[src/rtl/core_pkg.sv]
// Shared definitions for the writeback pipe: load funct3 encodings, FSM states and stage records.
package core_pkg;

   localparam logic [2:0] FUNCT3_LB  = 3'b000;
   localparam logic [2:0] FUNCT3_LH  = 3'b001;
   localparam logic [2:0] FUNCT3_LW  = 3'b010;
   localparam logic [2:0] FUNCT3_LBU = 3'b100;
   localparam logic [2:0] FUNCT3_LHU = 3'b101;

   typedef enum logic {WB_IDLE, WB_WAIT} wb_state_t;

   // Full record for the M stage, which still needs the load alignment controls.
   typedef struct packed {
      logic        valid;
      logic        load;
      logic [4:0]  rd;
      logic [31:0] data;
      logic [2:0]  funct3;
      logic [1:0]  addr_lo;
   } wb_stage_t;

   // Once data is final (W and R) only the destination and value travel on.
   typedef struct packed {
      logic        valid;
      logic [4:0]  rd;
      logic [31:0] data;
   } wb_result_t;

endpackage

[src/rtl/core_writeback_pipe_if.sv]
// EX/bus inputs and forward/write outputs of the writeback pipe, grouped as one bundle.
interface core_writeback_pipe_if;
   logic        i_ex_valid;
   logic [4:0]  i_ex_rd;
   logic [31:0] i_ex_wdata;
   logic        i_ex_load;
   logic [2:0]  i_ex_funct3;
   logic [1:0]  i_ex_addr_lo;
   logic        i_bus_rvalid;
   logic [31:0] i_bus_rdata;
   logic        o_stall;
   logic        o_rd_latch;
   logic        o_fwd1;
   logic [4:0]  o_faddr1;
   logic [31:0] o_fdata1;
   logic        o_fwd2;
   logic [4:0]  o_faddr2;
   logic [31:0] o_fdata2;
   logic        o_we;
   logic [4:0]  o_waddr;
   logic [31:0] o_wdata;
   logic        o_load_timeout;

   modport master (
      output i_ex_valid, i_ex_rd, i_ex_wdata, i_ex_load, i_ex_funct3, i_ex_addr_lo,
      output i_bus_rvalid, i_bus_rdata,
      input  o_stall, o_rd_latch, o_fwd1, o_faddr1, o_fdata1, o_fwd2, o_faddr2, o_fdata2,
      input  o_we, o_waddr, o_wdata, o_load_timeout
   );

   modport slave (
      input  i_ex_valid, i_ex_rd, i_ex_wdata, i_ex_load, i_ex_funct3, i_ex_addr_lo,
      input  i_bus_rvalid, i_bus_rdata,
      output o_stall, o_rd_latch, o_fwd1, o_faddr1, o_fdata1, o_fwd2, o_faddr2, o_fdata2,
      output o_we, o_waddr, o_wdata, o_load_timeout
   );
endinterface

[src/rtl/core_load_align.sv]
// Selects the addressed byte/halfword lane of a bus word and sign- or zero-extends it.
module core_load_align
   import core_pkg::*;
(
   input  logic [2:0]  funct3,
   input  logic [1:0]  addr_lo,
   input  logic [31:0] rdata,
   output logic [31:0] result
);

   logic [7:0]  byte_v;
   logic [15:0] half_v;

   always_comb begin
      case (addr_lo)
         2'd0:    byte_v = rdata[7:0];
         2'd1:    byte_v = rdata[15:8];
         2'd2:    byte_v = rdata[23:16];
         default: byte_v = rdata[31:24];
      endcase
      half_v = addr_lo[1] ? rdata[31:16] : rdata[15:0];

      case (funct3)
         FUNCT3_LB:  result = {{24{byte_v[7]}}, byte_v};
         FUNCT3_LH:  result = {{16{half_v[15]}}, half_v};
         FUNCT3_LBU: result = {24'h0, byte_v};
         FUNCT3_LHU: result = {16'h0, half_v};
         default:    result = rdata;
      endcase
   end

endmodule

[src/rtl/core_writeback_pipe.sv]
// Carries EX results through M/W/R registers to forward and write ports; stalls the front
// pipeline while a load in M waits for its bus response, with a timeout fallback.
module core_writeback_pipe
   import core_pkg::*;
#(
   parameter int TIMEOUT_CYC = 255
) (
   input  logic                 clk,
   input  logic                 rst_n,
   core_writeback_pipe_if.slave wb
);

   localparam logic [7:0] CNT_LAST = 8'(TIMEOUT_CYC - 1);

   wb_state_t  state_q, state_d;
   logic [7:0] cnt_q, cnt_d;
   wb_stage_t  m_q, m_d;
   wb_result_t w_q, w_d;
   wb_result_t r_q, r_d;

   wb_stage_t  ex_stage;
   logic [31:0] load_data;
   logic        stall;
   logic        timeout;
   logic        fwd1;

   core_load_align u_align (
      .funct3  (m_q.funct3),
      .addr_lo (m_q.addr_lo),
      .rdata   (wb.i_bus_rdata),
      .result  (load_data)
   );

   // A load to x0 is still tracked (load=1) so it stalls, but it never becomes a valid write.
   always_comb begin
      ex_stage = '0;
      if (wb.i_ex_valid) begin
         ex_stage.valid   = (wb.i_ex_rd != 5'd0);
         ex_stage.load    = wb.i_ex_load;
         ex_stage.rd      = wb.i_ex_rd;
         ex_stage.data    = (wb.i_ex_load || wb.i_ex_rd == 5'd0) ? 32'h0 : wb.i_ex_wdata;
         ex_stage.funct3  = wb.i_ex_funct3;
         ex_stage.addr_lo = wb.i_ex_addr_lo;
      end
   end

   always_comb begin
      state_d = state_q;
      cnt_d   = cnt_q;
      m_d     = m_q;
      w_d     = w_q;
      r_d     = w_q;
      stall   = 1'b0;
      timeout = 1'b0;
      if (state_q == WB_IDLE) begin
         m_d     = ex_stage;
         w_d     = '{valid: m_q.valid, rd: m_q.rd, data: m_q.data};
         cnt_d   = 8'd0;
         state_d = ex_stage.load ? WB_WAIT : WB_IDLE;
      end else if (wb.i_bus_rvalid || cnt_q >= CNT_LAST) begin
         // Response (or timeout) retires the oldest load and lets EX advance in the same cycle.
         timeout = ~wb.i_bus_rvalid;
         m_d     = ex_stage;
         w_d     = '{valid: m_q.valid, rd: m_q.rd,
                     data: (wb.i_bus_rvalid && m_q.valid) ? load_data : 32'h0};
         cnt_d   = 8'd0;
         state_d = ex_stage.load ? WB_WAIT : WB_IDLE;
      end else begin
         stall = 1'b1;
         w_d   = '0;
         cnt_d = cnt_q + 8'd1;
      end
   end

   always_ff @(posedge clk or negedge rst_n) begin
      if (!rst_n) begin
         state_q <= WB_IDLE;
         cnt_q   <= 8'd0;
         m_q     <= '0;
         w_q     <= '0;
         r_q     <= '0;
      end else begin
         state_q <= state_d;
         cnt_q   <= cnt_d;
         m_q     <= m_d;
         w_q     <= w_d;
         r_q     <= r_d;
      end
   end

   assign fwd1              = m_q.valid & ~m_q.load;
   assign wb.o_stall        = stall;
   assign wb.o_rd_latch     = stall;
   assign wb.o_load_timeout = timeout;
   assign wb.o_fwd1         = fwd1;
   assign wb.o_faddr1       = fwd1 ? m_q.rd : 5'd0;
   assign wb.o_fdata1       = fwd1 ? m_q.data : 32'h0;
   assign wb.o_fwd2         = w_q.valid;
   assign wb.o_faddr2       = w_q.valid ? w_q.rd : 5'd0;
   assign wb.o_fdata2       = w_q.valid ? w_q.data : 32'h0;
   assign wb.o_we           = r_q.valid;
   assign wb.o_waddr        = r_q.valid ? r_q.rd : 5'd0;
   assign wb.o_wdata        = r_q.valid ? r_q.data : 32'h0;

endmodule
[src/flat_wrapper.sv]
// flat-port wrapper written by rule: the top's interface ports become plain ports
module core_writeback_pipe_flat import core_pkg::*;
#(
   parameter int TIMEOUT_CYC = 255
)
  (clk, rst_n, wb_i_ex_valid, wb_i_ex_rd, wb_i_ex_wdata, wb_i_ex_load, wb_i_ex_funct3, wb_i_ex_addr_lo, wb_i_bus_rvalid, wb_i_bus_rdata, wb_o_stall, wb_o_rd_latch, wb_o_fwd1, wb_o_faddr1, wb_o_fdata1, wb_o_fwd2, wb_o_faddr2, wb_o_fdata2, wb_o_we, wb_o_waddr, wb_o_wdata, wb_o_load_timeout);
  core_writeback_pipe_if wb_i ();
  input  logic clk;
  input  logic rst_n;
  input wire logic [$bits(wb_i.i_ex_valid)-1:0] wb_i_ex_valid;
  input wire logic [$bits(wb_i.i_ex_rd)-1:0] wb_i_ex_rd;
  input wire logic [$bits(wb_i.i_ex_wdata)-1:0] wb_i_ex_wdata;
  input wire logic [$bits(wb_i.i_ex_load)-1:0] wb_i_ex_load;
  input wire logic [$bits(wb_i.i_ex_funct3)-1:0] wb_i_ex_funct3;
  input wire logic [$bits(wb_i.i_ex_addr_lo)-1:0] wb_i_ex_addr_lo;
  input wire logic [$bits(wb_i.i_bus_rvalid)-1:0] wb_i_bus_rvalid;
  input wire logic [$bits(wb_i.i_bus_rdata)-1:0] wb_i_bus_rdata;
  output wire logic [$bits(wb_i.o_stall)-1:0] wb_o_stall;
  output wire logic [$bits(wb_i.o_rd_latch)-1:0] wb_o_rd_latch;
  output wire logic [$bits(wb_i.o_fwd1)-1:0] wb_o_fwd1;
  output wire logic [$bits(wb_i.o_faddr1)-1:0] wb_o_faddr1;
  output wire logic [$bits(wb_i.o_fdata1)-1:0] wb_o_fdata1;
  output wire logic [$bits(wb_i.o_fwd2)-1:0] wb_o_fwd2;
  output wire logic [$bits(wb_i.o_faddr2)-1:0] wb_o_faddr2;
  output wire logic [$bits(wb_i.o_fdata2)-1:0] wb_o_fdata2;
  output wire logic [$bits(wb_i.o_we)-1:0] wb_o_we;
  output wire logic [$bits(wb_i.o_waddr)-1:0] wb_o_waddr;
  output wire logic [$bits(wb_i.o_wdata)-1:0] wb_o_wdata;
  output wire logic [$bits(wb_i.o_load_timeout)-1:0] wb_o_load_timeout;
  assign wb_i.i_ex_valid = wb_i_ex_valid;
  assign wb_i.i_ex_rd = wb_i_ex_rd;
  assign wb_i.i_ex_wdata = wb_i_ex_wdata;
  assign wb_i.i_ex_load = wb_i_ex_load;
  assign wb_i.i_ex_funct3 = wb_i_ex_funct3;
  assign wb_i.i_ex_addr_lo = wb_i_ex_addr_lo;
  assign wb_i.i_bus_rvalid = wb_i_bus_rvalid;
  assign wb_i.i_bus_rdata = wb_i_bus_rdata;
  assign wb_o_stall = wb_i.o_stall;
  assign wb_o_rd_latch = wb_i.o_rd_latch;
  assign wb_o_fwd1 = wb_i.o_fwd1;
  assign wb_o_faddr1 = wb_i.o_faddr1;
  assign wb_o_fdata1 = wb_i.o_fdata1;
  assign wb_o_fwd2 = wb_i.o_fwd2;
  assign wb_o_faddr2 = wb_i.o_faddr2;
  assign wb_o_fdata2 = wb_i.o_fdata2;
  assign wb_o_we = wb_i.o_we;
  assign wb_o_waddr = wb_i.o_waddr;
  assign wb_o_wdata = wb_i.o_wdata;
  assign wb_o_load_timeout = wb_i.o_load_timeout;
  core_writeback_pipe #(.TIMEOUT_CYC(TIMEOUT_CYC)) u_core (.clk(clk), .rst_n(rst_n), .wb(wb_i));
endmodule
[config.mk]
export PLATFORM = sky130hd
export DESIGN_NAME = core_writeback_pipe_flat
export DESIGN_NICKNAME = d
export VERILOG_FILES = /design/src/rtl/core_pkg.sv /design/src/rtl/core_writeback_pipe_if.sv /design/src/rtl/core_load_align.sv /design/src/rtl/core_writeback_pipe.sv /design/src/flat_wrapper.sv
export SDC_FILE = /design/constraint.sdc
export NUM_CORES = 1
export LEC_CHECK = 0
export BUFFER_PORTS_ARGS = -buffer_cell sky130_fd_sc_hd__clkbuf_2
export CORE_AREA = 5 5 166 168
export CTS_CLUSTER_DIAMETER = 150
export DETAILED_ROUTE_END_ITERATION = 8
export DIE_AREA = 0 0 171 173
export HOLD_SLACK_MARGIN = 0.15
export PLACE_DENSITY = 0.45
export SLEW_MARGIN = 30
export SYNTH_ARGS = -nofsm -noshare
export SYNTH_HDL_FRONTEND = slang
export SYNTH_HIERARCHICAL = 1
export SYNTH_SLANG_ARGS = --single-unit
[constraint.sdc]
create_clock -name clk -period 1.75 [get_ports clk]
set_input_delay 0.175 -clock clk [delete_from_list [all_inputs] [get_ports clk]]
set_output_delay 0.175 -clock clk [all_outputs]
set_load 0.02 [all_outputs]
# == Word level (Yosys, flattened, before mapping) ==
# Index checks and enable logic that the tools add are counted.
# totals
ff_bits,129
in_bits,79
out_inout_bits,117
wordCells,57
# classes
add_sub_neg,1
order_cmp,1
n_eq_ne,6
muxes,25
n_bitwise,3
n_reduce_logical,7
# ops
op,count
$mux W32,5
$mux W44,3
$pmux W32 S4,1
$mux W38,2
$pmux W8 S3,1
$mux W16,1
$mux W8,2
$mux W5,3
$add A8 B1 Y8 const B,1
$ge A8 B8 Y1 const B,1
$mux W1,7
$eq A3 B3 Y1 const B,2
$logic_not A5 Y1,1
$reduce_bool A5 Y1,1
$eq A3 B1 Y1 const B,1
$logic_not A3 Y1,1
$eq A2 B1 Y1 const B,1
$eq A2 B2 Y1 const B,1
$logic_not A2 Y1,1
$logic_or A1 B1 Y1,2
$ne A2 B2 Y1 const B,1
$not A1 Y1,2
$and A1 B1 Y1,1
$logic_and A1 B1 Y1,1

# == Logic depth before layout (Yosys ltp) ==
# Gate-level depths: netlist of the first run.
# depth
word_depth,7
depth_mapped,8
mapped_depth_nobuf,6

# == By module ==
# Netlist of the first run, hierarchy kept.
# modules_own_cells
module,instances,cells_per_inst,area_each_um2,seq_area_each_um2
core_writeback_pipe,1,552,5671.7,3228.1
core_load_align,1,131,723.2,0.0

# == Least setup slack after synthesis of the first run ==
# Ideal clock, no wire load.
# synth_path
path_kind,reg-to-output
start,register u_core.cnt_q[0]
end,output port wb_o_stall
arrival_time_ns,1.664
required_time_ns,1.575
path_slack_ns,-0.089
path_stages_with_launch,8
path_buffers,2
path_cell_list,dfrtp_1 -> inv_1 -> ha_1 -> o211ai_2 -> o21ai_4 -> inv_2 -> buf_2 -> buf_4
# synth_between
elab_chain_len,4
# synth_lines
element,line_no,source
start: declaration,core_writeback_pipe.sv:16,"logic [7:0] cnt_q, cnt_d;"
start signal: assignment,core_writeback_pipe.sv:84,cnt_q <= cnt_d;
$ge A8 B8 Y1,core_writeback_pipe.sv:60,end else if (wb.i_bus_rvalid || cnt_q >= CNT_LAST) begin
$logic_or A1 B1 Y1,core_writeback_pipe.sv:60,
$mux W1,core_writeback_pipe.sv:60,
$mux W1,core_writeback_pipe.sv:55,if (state_q == WB_IDLE) begin
end: declaration,flat_wrapper.sv:18,output wire logic [$bits(wb_i.o_stall)-1:0] wb_o_stall;
# Every way passes these cells.

# == Worst setup path in the final report of the first run ==
# layout_path
start,register u_core.cnt_q[0]
end,output port wb_o_load_timeout
# layout_between
elab_chain_len,4
# layout_lines
element,line_no,source
$ge A8 B8 Y1,core_writeback_pipe.sv:60,
$logic_or A1 B1 Y1,core_writeback_pipe.sv:60,
$mux W1,core_writeback_pipe.sv:60,
$mux W1,core_writeback_pipe.sv:55,
end: declaration,flat_wrapper.sv:29,output wire logic [$bits(wb_i.o_load_timeout)-1:0] wb_o_load_timeout;
# Every way passes these cells.

==> results.md, run 1 <==
* Status: finished, violations left
* Failing checks: setup timing
* Mapped Cells at 683
* Power per cell area at 893.6 nW/µm²
* H-tree levels at 4
* Die ar. at 29580 µm²
* Critical Path Max Stage Delay at 0.39 ns
* Rel. slew slack at 0.6924
* Post-synth top area share at 0.5048
* R2R depth at 5
* Combinational share of power at 0.178
* Post-Layout Cell Count at 1292
* Fin. Hold Viols at 0
* Synth Area per Inst at 9.363 µm²
* Die Width at 171 µm
* Total GRT Usage at 0.1565
* Number of DRC markers in iteration 0 at 255
* Crit Path Category: register to primary output
* WP data arrival at 1.61 ns
* Crit path launch type: register
* Fin. max-slew vios at 0
* Maxcap violations at 0
* Clock skew at 0.009581 ns
* Initial antenna violation count at 2
* Setup repair after global routing missed its margin: yes
* CP max-delay cell: dfrtp_1
* #FFs+latches synth at 129
* Final Critical Period at 1.781 ns
* Synth async-reset ratio at 1.000
* Worst path depth at 6
* Fin worst setup slack at -0.03098 ns
* FILL cells at 2587
* Via density at 4.418
* Drt total wl at 23520 µm
* Final Cycle Share at 1.018
* Clk_lat worst skew at 0.42 ns
* Global-route wire length before repair at 35360 µm
* Gp weighted congestion at 0.8546
* CTS tree: done
* Final total power at 0.008745 W
* Vias in the first global route at 5977
* Util after Layout at 0.3799
* Fmax at 561.5 MHz
* Crit path required time at 1.57 ns
* Hold crit path type: primary input to register
* Ys flop type: dfrtp_1
* Worst path cell trace: inv_2 -> ha_4 -> o211ai_4 -> buf_6 -> nor3b_4 -> clkbuf_8
* Worst Tran Pin Value at 0.4614 ns
* Cell-internal power at 0.006329 W
* Via count at 5708
* Core Area at 25760 µm²
* Drt drc at 0
* WHS Path Cells at 4
* Ranking of synthesized cells by area: dfrtp_1, and2_1, o21ai_0
* Initial Util at 0.2482
* Top Family by Delay on Critical Path: flip-flops
* IO Pins at 196
* Net Sw Power at 0.002417 W
* Longest Clk Path Bufs at 2
* Pre-antenna DRT Iters at 6
* CP max FO at 2
* PortBufs at 195
* Commonest non-fill, non-tap cells in the layout: clkbuf_2, dfrtp_1, and2_1
* Total CTS buffers at 17
* Maximum vdd drop at 0.5997 mV
* Fin nets at 1023
* Worst-path clk slew at 0.07 ns
* EDFF count, synth at 0
* Post-synthesis instance area at 6395 µm²
* Detailed Place HPWL at 16320 µm
* Placed Cells at 1192
* Synth Net Count at 764
* P_leak at 4.750 nW
* Root Driver: clkbuf_16
* Sequential area share after synthesis at 0.5048
* Clock sink total at 129
* Clock group share of total power at 0.445
* # rows at 59
* Layout cells sized above 1 at 0.3592
* Largest net degree at the start of global routing at 45
* Congestion Overflow GR at 0
* Count of cell types in the netlist at 41
* Routed WL per cell at 18.20 µm
* Cell taking the most area after synthesis: dfrtp_1
* Commonest non-fill, non-tap cell in the layout: clkbuf_2
* Syn-to-layout area delta at 53.04%
* Synth warn at 6
* Post-route ant nets at 0
* Final Setup Violations at 7
* Worst Setup End Kind: primary output
* Flop pwr share at 0.378
* CP Buf/Inv Count at 3
* Sw Share at 0.2764
* Die span in y at 173 µm
==> state kept, by name, indices dropped and copies added, names as in the netlist <==
| name | count |
|---|---|
| u_core/wb.o_fwd2 | 1 |
| u_core/r_d | 37 |
| u_core/m_q | 44 |
| u_core/wb.o_we | 1 |
| u_core/r_q | 37 |
| u_core/state_q | 1 |
| u_core/cnt_q | 8 |
==> cell families (layout without fill, tap and decap cells) <==
kind of cell,after synthesis,in the layout,synth area share
mux,2,2,0.003326
xor+xnor,3,3,0.004110
other cells,0,2,0
simple gates,247,248,0.2088
fa+ha+maj,2,2,0.003913
buf+inv,125,396,0.08433
compound gates,175,175,0.1908
flops,129,129,0.5048
==> Yosys cell counts (8+ instances only) <==
cell      instances
nor2b_1          22
buf_6             8
nand2_1          79
o31ai_1          22
inv_1            70
o211ai_1         44
and2_1          117
o21ai_0          70
dfrtp_1         129
clkbuf_1         39
a221o_1           8
o31ai_2          10
==> per-stage QoR <==
| stage | setup TNS, ns | setup WS, ns | hold slack [ns] | instance area, µm² |
|---|---|---|---|---|
| floorplan | 0 | 0.02283 | -0.1206 | 6406 |
| global placement | -0.1361 | -0.04891 | 0.1191 | 7890 |
| detailed placement | -0.4815 | -0.06540 | 0.1256 | 7890 |
| CTS | -0.7481 | -0.1250 | 0.1568 | 9634 |
| global route | -1.837 | -0.1247 | 0.1770 | 9787 |
| finish | -0.07279 | -0.03098 | 0.1617 | 9787 |
==> layout make-up <==
class | instances | area (µm²) | share of cell area
Inverter | 71 | 271.5 | 0.02774
Sequential cell | 129 | 3232 | 0.3302
Tap cell | 335 | 419.2 | 0.04283
Timing Repair Buffer | 293 | 2386 | 0.2438
Multi-Input combinational cell | 430 | 2830 | 0.2892
Clock inverter | 14 | 203.9 | 0.02084
Clock buffer | 18 | 439.2 | 0.04487
Antenna cell | 2 | 5.005 | 0.0005114
==> power by group through the flow <==
stage               Sequential (W)  Clock, W  Combinational [W]
floorplan                  0.00332         0           0.000700
global placement           0.00335         0            0.00126
detailed placement         0.00335         0            0.00126
CTS                        0.00330   0.00397            0.00153
global route               0.00334   0.00412            0.00170
finish                     0.00330   0.00389            0.00155
==> layer usage <==
layer | global-route usage | vias up | share of wire
met5 | 0 | - | 0
met4 | 0.05744 | 0 | 0.027
met3 | 0.03607 | 29 | 0.048
met2 | 0.2553 | 145 | 0.49
met1 | 0.2021 | 2750 | 0.44
li1 | - | 2784 | -
==> timing repair <==
action                                  4_1_cts  5_1_grt
gates resized for setup                     116       77
buffers inserted                              7        6
hold buffers                                 53        0
endpoints found under the setup margin       54       52
pin swaps                                     7        8
cloned                                        3        1
hold endpoints to repair                    181        0
==> worst reg2reg max path: stages, from the launching register on <==
cell	delay (ns)
dfrtp_1	0.45
or3_4	0.44
or3_4	0.44
o21ai_0	0.10
nand2_1	0.09
o21ai_0	0.08
==> final timing paths <==
check,endpoint,slack (ns),start
max,wb_o_load_timeout,-0.03,u_core/cnt_q[0]
min,u_core/r_d[10],0.16,wb_i_bus_rdata[10]
max reg2reg,u_core/r_d[28],0.08,u_core/m_q[2]
min reg2reg,u_core/r_q[20],0.36,u_core/r_d[20]
max in group asynchronous,u_core/r_d[3],0.95,rst_n
min in group asynchronous,u_core/r_q[9],0.24,rst_n
No activity file was read; power rests on OpenSTA's default activity.
==> run 2: changes to the inputs <==
Settings changed: CELL_PAD_IN_SITES_DETAIL_PLACEMENT from default to 1, CELL_PAD_IN_SITES_GLOBAL_PLACEMENT from default to 1, PLACE_DENSITY 0.45 to 0.56, SKIP_CTS_REPAIR_TIMING from default to 1.
==> run 2 against run 1 <==
Effect of this change:
- the flow still finishes with violations (setup timing)
- sequential share of layout area is 0.53 points lower
- clock power is 5.9% lower
- largest power group unchanged
- die area stayed put
- wire length is 7.6% higher
- critical path depth is 2 higher
- cell area is 1.6% higher
==> results.md, run 2 (synthesis gave the netlist of run 1 again) <==
* Failing checks: setup timing
* Vias in the first global route at 5961 (-0.27%)
* H-tree levels at 4 (unchanged)
* Power per cell area at 867.0 nW/µm² (-3.0%)
* Sw Share at 0.2956 (+0.01928)
* Fin. max-slew vios at 0 (unchanged)
* Final Cycle Share at 1.090 (+0.07220)
* Die Width at 171 µm (unchanged)
* Flop pwr share at 0.384 (+0.006)
* FILL cells at 2906 (+12%)
* Core Area at 25760 µm² (unchanged)
* Final Setup Violations at 45 (+38)
* # rows at 59 (unchanged)
* Die span in y at 173 µm (unchanged)
* Design area at 9940 µm² (+1.6%)
* Maxcap violations at 0 (unchanged)
* DP Area at 7923 µm² (+0.41%)
* Post-route ant nets at 0 (unchanged)
* Largest net degree at the start of global routing at 64 (+42%)
* Sequential Area at 3229 µm² (about the same)
* Combinational share of power at 0.191 (+0.013)
* Placed Cells at 1198 (+0.50%)
* Via count at 5911 (+3.6%)
* Drt total wl at 25290 µm (+7.6%)
* Crit path launch type: register
* Commonest non-fill, non-tap cells in the layout: clkbuf_2, dfrtp_1, and2_1
* Pre-antenna DRT Iters at 4 (-2)
* CP max FO at 13 (+11)
* Setup repair after global routing missed its margin: yes
* Crit path required time at 2.10 ns (+0.53 ns)
* Via density at 4.509 (+2.1%)
* Critical Path Max Stage Delay at 0.43 ns (+0.04 ns)
* Fin worst setup slack at -0.1573 ns (-0.1263 ns)
* PortBufs at 195 (unchanged)
* Number of DRC markers in iteration 0 at 210 (-18%)
* Status: finished, violations left
* Clock group share of total power at 0.425 (-0.020)
* P_leak at 4.861 nW (+2.3%)
* Commonest non-fill, non-tap cell in the layout: clkbuf_2
* Total GRT Usage at 0.1559 (-0.0005507)
* Top Family by Delay on Critical Path: simple AND/OR/NAND/NOR gates
* WP data arrival at 2.26 ns (+0.65 ns)
* Rel. slew slack at 0.7375 (+0.04518)
* Die ar. at 29580 µm² (unchanged)
* Longest Clk Path Bufs at 2 (unchanged)
* Cell-internal power at 0.006070 W (-4.1%)
* Initial Util at 0.2482 (unchanged)
* Hold crit path type: primary input to register
* Post-Layout Cell Count at 1311 (+1.5%)
* Layout cells sized above 1 at 0.3932 (+0.03406)
* CP Buf/Inv Count at 2 (-1)
* Worst Setup End Kind: register
* Global-route wire length before repair at 35570 µm (+0.61%)
* Worst slack, placed at -0.2415 ns (-0.1761 ns)
* Root Driver: clkbuf_16
* Routed WL per cell at 19.29 µm (+6.0%)
* Clock skew at 0.007093 ns (-0.002488 ns)
* Congestion Overflow GR at 0 (unchanged)
* Max reg flops at 44 (unchanged)
* Detailed Place HPWL at 17160 µm (+5.1%)
* Fmax at 524.3 MHz (-6.6%)
* Maximum vdd drop at 0.5219 mV (-13%)
* IO Pins at 196 (unchanged)
* Worst hold margin at 0.09787 ns (-0.06388 ns)
* Crit Path Category: register to register
* Multi-input logic area at 2949 µm² (+4.2%)
* Final Critical Period at 1.907 ns (+0.1263 ns)
* Worst-path clk slew at 0.06 ns (about the same)
* Reg with most FFs: u_core/m_q
* Fin. Hold Viols at 0 (unchanged)
* Initial antenna violation count at 3 (+1)
* Fin nets at 1042 (+1.9%)
* CTS tree: done
* Clk_lat worst skew at 0.42 ns (about the same)
* Gp weighted congestion at 0.7928 (-7.2%)
* Clock sink total at 129 (unchanged)
* Syn-to-layout area delta at 55.43%
* CP max-delay cell: dfrtp_1
* Worst Tran Pin Value at 0.3937 ns (-0.06777 ns)
* Net Sw Power at 0.002548 W (+5.4%)
* Drt drc at 0 (unchanged)
* Worst path cell trace: a211oi_2 -> or3_4 -> buf_6 -> or3_4 -> buf_8 -> o21ai_1 -> nand2_1 -> o21ai_1
* Total CTS buffers at 17 (unchanged)
run 2: area by class of cell:
cell class	count	area share
flip-flops and latches	129	0.3249
multi-input cells	429	0.2967
repair buffers	313	0.2482
clock buffers	17	0.04280
well taps	335	0.04217
inverters	71	0.02732
clock inverters	15	0.01737
diodes	2	0.0005035
run 2: worst register-to-register path: stages, from the launching register on:
cell and delay, ns:
dfrtp_1 0.43, a211oi_2 0.11, or3_4 0.41, buf_6 0.12
or3_4 0.34, buf_8 0.16, o21ai_1 0.08, nand2_1 0.09
o21ai_1 0.09
run 2: power by group through the flow:
stage	logic [W]	clock network, W	registers, W
finish	0.00165	0.00366	0.00331
detailed placement	0.00130	0	0.00336
floorplan	0.000700	0	0.00332
global placement	0.00129	0	0.00335
global route	0.00179	0.00391	0.00333
CTS	0.00130	0.00375	0.00330
run 2: path summary, 6_finish.rpt:
path / from / end / slack [ns] / cells past startpoint
worst max-delay path: u_core/m_q[0] / u_core/r_d[30] / -0.16 / 8
worst min register to register: u_core/r_d[3] / u_core/r_q[3] / 0.36 / 0
worst min-delay path: wb_i_bus_rdata[4] / u_core/r_d[4] / 0.1 / 5
max in group asynchronous: rst_n / u_core/r_d[3] / 0.77 / 3
min in group asynchronous: rst_n / u_core/r_q[10] / 0.31 / 3
worst max register to register: u_core/m_q[0] / u_core/r_d[30] / -0.16 / 8
run 2: metrics by stage:
step | util | TNS, ns | power, W
floorplan | - | 0 | 0.004017
global placement | 0.3075 | -2.579 | 0.004637
detailed placement | 0.3075 | -3.631 | 0.004654
CTS | 0.3307 | -6.482 | 0.008357
global route | 0.3858 | -7.784 | 0.009034
finish | 0.3858 | -3.567 | 0.008617
run 2: per-layer routing:
| metal | share of wire | vias up | global-route usage | wire length (µm) |
|---|---|---|---|---|
| li1 | - | 2825 | - | - |
| met1 | 0.43 | 2912 | 0.2101 | 10990 |
| met2 | 0.51 | 145 | 0.2521 | 12820 |
| met3 | 0.039 | 29 | 0.03311 | 981 |
| met4 | 0.020 | 0 | 0.04556 | 503 |
| met5 | 0 | - | 0 | 0 |
